**src/rtl/mmc1_pkg.sv**
```systemverilog
// Shared constants for the MMC1 serial-load port: register indices,
// control-register reset value, field positions and counter states.
package mmc1_pkg;

    localparam logic [1:0] REG_CTRL = 2'd0;
    localparam logic [1:0] REG_CHR0 = 2'd1;
    localparam logic [1:0] REG_CHR1 = 2'd2;
    localparam logic [1:0] REG_PRG  = 2'd3;

    // OR-ed into ctrl on a bit-7 reset: PRG mode 3 (fix last bank at $C000)
    localparam logic [4:0] CTRL_RST = 5'b01100;

    // ctrl fields
    localparam int CTRL_MIR_LSB      = 0;
    localparam int CTRL_MIR_MSB      = 1;
    localparam int CTRL_PRG_MODE_LSB = 2;
    localparam int CTRL_PRG_MODE_MSB = 3;
    localparam int CTRL_CHR_MODE_BIT = 4;

    // prg fields
    localparam int PRG_BANK_LSB     = 0;
    localparam int PRG_BANK_MSB     = 3;
    localparam int PRG_WRAM_DIS_BIT = 4;

    typedef enum logic {
        S_EMPTY = 1'b0,
        S_FILL  = 1'b1
    } cnt_state_e;

endpackage

```
**src/rtl/mmc1_shift5.sv**
```systemverilog
// LSB-first serial shifter with bit counter. Produces a combinational
// commit strobe and word on the fifth accepted bit, and a reset strobe
// when a bit-7 write is seen.
module mmc1_shift5
    import mmc1_pkg::*;
#(
    parameter int NBITS = 5
) (
    input  logic             clk,
    input  logic             rst_n,
    input  logic             wr_cyc,
    input  logic             g,
    input  logic             d0,
    input  logic             d7,
    output logic [2:0]       bit_cnt,
    output logic             commit,
    output logic [NBITS-1:0] word,
    output logic             rst_take
);

    cnt_state_e       state_q, state_d;
    logic [2:0]       cnt_q, cnt_d;
    logic [NBITS-1:0] shift_q, shift_d;

    // Counter/shifter state registers
    always_ff @(posedge clk or negedge rst_n) begin
        if (!rst_n) begin
            state_q <= S_EMPTY;
            cnt_q   <= 3'd0;
            shift_q <= '0;
        end else begin
            state_q <= state_d;
            cnt_q   <= cnt_d;
            shift_q <= shift_d;
        end
    end

    // Next state: bit-7 reset beats everything, RMW second writes are ignored
    always_comb begin
        state_d  = state_q;
        cnt_d    = cnt_q;
        shift_d  = shift_q;
        commit   = 1'b0;
        rst_take = 1'b0;
        word     = {d0, shift_q[NBITS-1:1]};
        if (wr_cyc && d7) begin
            rst_take = 1'b1;
            shift_d  = '0;
            cnt_d    = 3'd0;
            state_d  = S_EMPTY;
        end else if (wr_cyc && !g) begin
            if (cnt_q == 3'(NBITS - 1)) begin
                commit  = 1'b1;
                shift_d = '0;
                cnt_d   = 3'd0;
                state_d = S_EMPTY;
            end else begin
                shift_d = word;
                cnt_d   = cnt_q + 3'd1;
                state_d = S_FILL;
            end
        end
    end

    assign bit_cnt = cnt_q;

endmodule

```
**src/rtl/mmc1_serial_ctrl.sv**
```systemverilog
// MMC1 serial-load port: RMW write guard, address decode and the four
// 5-bit configuration registers fed by the serial shifter.
module mmc1_serial_ctrl
    import mmc1_pkg::*;
#(
    parameter int         NBITS    = 5,
    parameter logic [4:0] CTRL_RST = mmc1_pkg::CTRL_RST
) (
    input  logic       m2,
    input  logic       nres,
    input  logic       romsel_n,
    input  logic       cpu_rw,
    input  logic [1:0] cpu_a,
    input  logic       cpu_d0,
    input  logic       cpu_d7,
    output logic [4:0] ctrl,
    output logic [4:0] chr0,
    output logic [4:0] chr1,
    output logic [4:0] prg,
    output logic [3:0] reg_we,
    output logic       sr_rst,
    output logic [2:0] bit_cnt
);

    logic             wr_cyc;
    logic             g_q, g_d;
    logic [NBITS-1:0] ctrl_q, ctrl_d, chr0_q, chr0_d, chr1_q, chr1_d, prg_q, prg_d;
    logic [3:0]       reg_we_q, reg_we_d;
    logic             sr_rst_q, sr_rst_d;
    logic             commit, rst_take;
    logic [NBITS-1:0] word;

    assign wr_cyc = !romsel_n && !cpu_rw;

    mmc1_shift5 #(.NBITS(NBITS)) u_shift (
        .clk      (m2),
        .rst_n    (nres),
        .wr_cyc   (wr_cyc),
        .g        (g_q),
        .d0       (cpu_d0),
        .d7       (cpu_d7),
        .bit_cnt  (bit_cnt),
        .commit   (commit),
        .word     (word),
        .rst_take (rst_take)
    );

    // Guard, strobes and register file
    always_ff @(posedge m2 or negedge nres) begin
        if (!nres) begin
            g_q      <= 1'b0;
            ctrl_q   <= CTRL_RST;
            chr0_q   <= '0;
            chr1_q   <= '0;
            prg_q    <= '0;
            reg_we_q <= 4'b0;
            sr_rst_q <= 1'b0;
        end else begin
            g_q      <= g_d;
            ctrl_q   <= ctrl_d;
            chr0_q   <= chr0_d;
            chr1_q   <= chr1_d;
            prg_q    <= prg_d;
            reg_we_q <= reg_we_d;
            sr_rst_q <= sr_rst_d;
        end
    end

    // Commit decode: cpu_a of the fifth write alone picks the target
    always_comb begin
        g_d      = wr_cyc;
        ctrl_d   = ctrl_q;
        chr0_d   = chr0_q;
        chr1_d   = chr1_q;
        prg_d    = prg_q;
        reg_we_d = 4'b0;
        sr_rst_d = rst_take;
        if (rst_take) begin
            ctrl_d = ctrl_q | CTRL_RST;
        end else if (commit) begin
            reg_we_d = 4'b0001 << cpu_a;
            case (cpu_a)
                REG_CTRL: ctrl_d = word;
                REG_CHR0: chr0_d = word;
                REG_CHR1: chr1_d = word;
                REG_PRG:  prg_d  = word;
                default:  ;
            endcase
        end
    end

    assign ctrl   = ctrl_q;
    assign chr0   = chr0_q;
    assign chr1   = chr1_q;
    assign prg    = prg_q;
    assign reg_we = reg_we_q;
    assign sr_rst = sr_rst_q;

endmodule
```
**config.mk**
```make
export PLATFORM = sky130hd
export DESIGN_NAME = mmc1_serial_ctrl
export DESIGN_NICKNAME = d
export VERILOG_FILES = /design/src/rtl/mmc1_pkg.sv /design/src/rtl/mmc1_shift5.sv /design/src/rtl/mmc1_serial_ctrl.sv
export SDC_FILE = /design/constraint.sdc
export NUM_CORES = 1
export LEC_CHECK = 0
export CAP_MARGIN = 20
export CORE_ASPECT_RATIO = 0.75
export CORE_UTILIZATION = 30
export CTS_CLUSTER_SIZE = 30
export DETAILED_ROUTE_END_ITERATION = 8
export PLACE_DENSITY = 0.65
export SLEW_MARGIN = 5
export SYNTH_ARGS = -nofsm -noshare
export SYNTH_HDL_FRONTEND = slang
export SYNTH_SLANG_ARGS = --single-unit
```
**constraint.sdc**
```tcl
create_clock -name m2 -period 2.1 [get_ports m2]
set_input_delay 0.42 -clock m2 [delete_from_list [all_inputs] [get_ports m2]]
set_output_delay 0.42 -clock m2 [all_outputs]
set_load 0.01 [all_outputs]
```
==> key figures <==
Clock network
  • Clk_lat worst skew: 0.28 ns
  • Clock sinks: 33
  • Clock Pin Slew Worst Setup and Hold Paths: 0.06 ns
  • Hold_buf cts: 0
  • CTS HTree Levels: 2
  • Cts bufs inserted: 5
  • Clock root buffer: clkbuf_8
  • Clock Path Buffers: 2
  • CTS tree: built

Power
  • Peak supply drop: 0.000242 V
  • Cell Pwr Density: between 600 and 700 mW/mm2
  • Leak pwr: approximately 0.93 nW

Die
  • IO Pins: 36
  • Initial Util: 32.1%
  • Die Width: between 70 and 80 um
  • Core area: slightly above 0.004 mm2
  • Die height: 59.7 um
  • Die area: between 0.004 and 0.005 mm2
  • # rows: 20

STA
  • Slew HR: just over 70%
  • Clock skew: ~0.0018 ns
  • Setup Viol. Count Final: 0
  • Final-report max-slew violation count: 0
  • Slew @ Worst Pin: around 0.41 ns
  • Maximum clock frequency: slightly below 500 MHz
  • RSZ-0062 raised after global routing: false
  • Fin crit share: a little over nine tenths
  • Final hold violations: 0
  • Setup TNS: 0 ns
  • Fin crit period: 2.04 ns

Setup path
  • CP max-delay cell: or4_4
  • Crit end category: flop
  • CP Cell Sequence: clkdlybuf4s50_1 -> or4_4 -> nor4b_4 -> buf_4 -> mux2_2
  • Critical Path AT: between 2 and 2.5 ns
  • CP delay by family, top: simple AND/OR/NAND/NOR gates
  • Crit path kind: primary input to flop
  • Crit start category: primary input
  • Largest stage delay, worst path: about 0.44 ns
  • WP buf/inv: 2
  • Crit-path max FO: 3
  • WP data required: 2.26 ns

Routing
  • Post-route DRC: 0
  • Initial DRC Count: 19
  • Routed WL: roughly 2.7 mm
  • Post-DR vias/cell: 4.54
  • Initial DRT Pass Iterations: 4
  • Routed len/inst: 13.5 um
  • Via Count: 903
  • Antenna-violating nets left: 0

Placement
  • Placed inst area: about 0.0018 mm2
  • Post-DP HPWL: roughly 2 mm
  • Count of input and output buffers: 35
  • GP Congestion: approximately 0.72

Synth
  • Post-Synth Adder-Cell Area: 1.88%
  • Post-Syn Area: between 0.001 and 0.0015 mm2
  • Simple-gate share of the synthesized area: between 10% and 20%
  • Xor and xnor area share after synthesis: 0%
  • Sequential fraction of the synthesis area: roughly 62%
  • Largest family of logic cells by synthesized area: multiplexers
  • Syn Inst Count: slightly below 90
  • Syn_nets: 99
  • Synth Area in Compound Gates: under 10%
  • Mean Syn Cell Area: approximately 15 um2
  • Post-synthesis mux area share: ~16%
  • Yosys Warn Count: 0
  • Synth unique cells: 23
  • Yosys reg bits: 33

Global route
  • Pin count of the biggest net entering global routing: 34
  • GRT Overall Usage: a little over an eighth
  • First-pass GRT wire length: roughly 4.5 mm
  • Remaining Overflow, GRT: 0
  • Vias in the first global route: between 900 and 1k
  • Antenna violations before repair: 0

Cells and area
  • Share of cells above drive strength 1: 31.9%
  • # diodes: 0
  • Area growth from synthesis to layout: 45.6%
  • Layout Nets: 153
  • Layout Utilization: 46.7%
  • Design Area, Final: 0.00194 mm2

Outcome
  • Status: completed

Job
  • MaxCap Viol Count: 0

Min path
  • Hold WC Path Type: flop to flop
-- where the power goes --
part           internal [W]  leakage (nW)  total, W  switching (W)
Combinational     0.0000617         0.429  0.000117      0.0000552
Sequential         0.000652         0.449  0.000671      0.0000189
Clock              0.000296        0.0542  0.000508       0.000212
-- path summary, 6_finish.rpt --
check,slack [ns],cells past startpoint,endpoint,from
max,0.06,5,chr1[1]$_DFFE_PN0P_,cpu_d7
min,0.51,1,chr0[1]$_DFFE_PN0P_,chr0[1]$_DFFE_PN0P_
max reg2reg,0.10,4,chr1[1]$_DFFE_PN0P_,g_q$_DFF_PN0_
min reg2reg,0.51,1,chr0[1]$_DFFE_PN0P_,chr0[1]$_DFFE_PN0P_
max in group asynchronous,1.22,2,ctrl[2]$_DFFE_PN1P_,nres
min in group asynchronous,0.55,2,sr_rst$_DFF_PN0_,nres
-- per-layer routing --
| metal | GRT usage (%) | part of all wire [%] | up-vias |
|---|---|---|---|
| li1 | - | - | 434 |
| met1 | 17.3 | 48 | 438 |
| met2 | 20.0 | 45 | 26 |
| met3 | 3.82 | 5.1 | 5 |
| met4 | 7.79 | 2.0 | 0 |
| met5 | 0 | 0 | - |
-- synthesized netlist by cell type --
cell type  number  area, um2
inv_1           5       18.8
nor4b_1         2       17.5
nand2_1         2       7.51
dfstp_2         2       52.6
nor3_4          2       32.5
or4_1           1       7.51
ha_1            2       25.0
buf_6           1       11.3
and2_1          1       6.26
or3_1           1       6.26
a22o_1          6       52.6
nor3_1          1       5.00
nand3_1         1       5.00
nor4bb_1        1       10.0
a21oi_1         3       15.0
nor2_1          1       3.75
nand2b_1        2       12.5
a2bb2oi_1       2       17.5
o211ai_1        1       7.51
o21ai_0         1       5.00
mux2_2         19        214
dfrtp_1        31        776
nor4b_4         1       23.8
-- cell usage in the layout (no fill, tap or decap), types with 2 or more instances in the layout --
| cell | netlist | final |
|---|---|---|
| a2bb2oi_1 | 2 | 2 |
| dlygate4sd2_1 | 0 | 2 |
| nor4b_1 | 2 | 2 |
| a21oi_1 | 3 | 3 |
| nor3_4 | 2 | 2 |
| buf_4 | 0 | 13 |
| inv_1 | 5 | 5 |
| dfrtp_1 | 31 | 31 |
| dfstp_2 | 2 | 2 |
| a22o_1 | 6 | 6 |
| ha_1 | 2 | 2 |
| mux2_2 | 19 | 19 |
| nand2_1 | 2 | 2 |
| nand2b_1 | 2 | 2 |
| clkdlybuf4s50_1 | 0 | 33 |
| clkbuf_8 | 0 | 7 |
-- cell type report --
class / count / area [um2]
clock inverter: 1 / 5.00
tap: 55 / 68.8
clock buffer: 7 / 96.3
inverter: 5 / 18.8
multi-input combinational: 50 / 478
fill: 394 / 2210
timing repair buffer: 48 / 445
sequential: 33 / 828
-- cell families (layout without fill, tap and decap cells) --
family	Yosys count	count (layout)
AO/OA/AOI/OAI	13	13
AND/OR/NAND/NOR	16	16
buffers and inverters	6	61
multiplexers	19	19
flip-flops	33	33
adder cells (fa/ha/maj)	2	2
-- worst reg2reg max path, cell delays in order (launching register included) --
cell and delay (ns):
dfrtp_1 0.40, or4_4 0.56, nor4b_4 0.39, buf_4 0.20, mux2_2 0.33
-- state kept, by name, summed over array words and instances (netlist names) --
signal	flops
reg_we	4
u_shift.bit_cnt	3
chr0	5
u_shift.shift_q	4
ctrl	5
sr_rst	1
chr1	5
prg	5
g_q	1
-- metrics by stage --
stage / total power, W / setup slack (ns) / cells / hold WS (ns)
after floorplan: 0.000729 / 0.160 / 89 / 0.124
after global placement: 0.000797 / -0.341 / 191 / 0.491
after detailed placement: 0.000802 / -0.360 / 191 / 0.498
after CTS: 0.00132 / 0.0624 / 199 / 0.513
after global routing: 0.00136 / 0.0374 / 199 / 0.532
final: 0.00130 / 0.0616 / 199 / 0.506
-- what timing repair did --
action / 4_1_cts / 5_1_grt
hold endpoints to repair: 0 / 0
endpoints found under the setup margin: 15 / 0
gates resized for setup: 3 / 0
buffers inserted: 0 / 0
(Power assumes the default switching activity.)
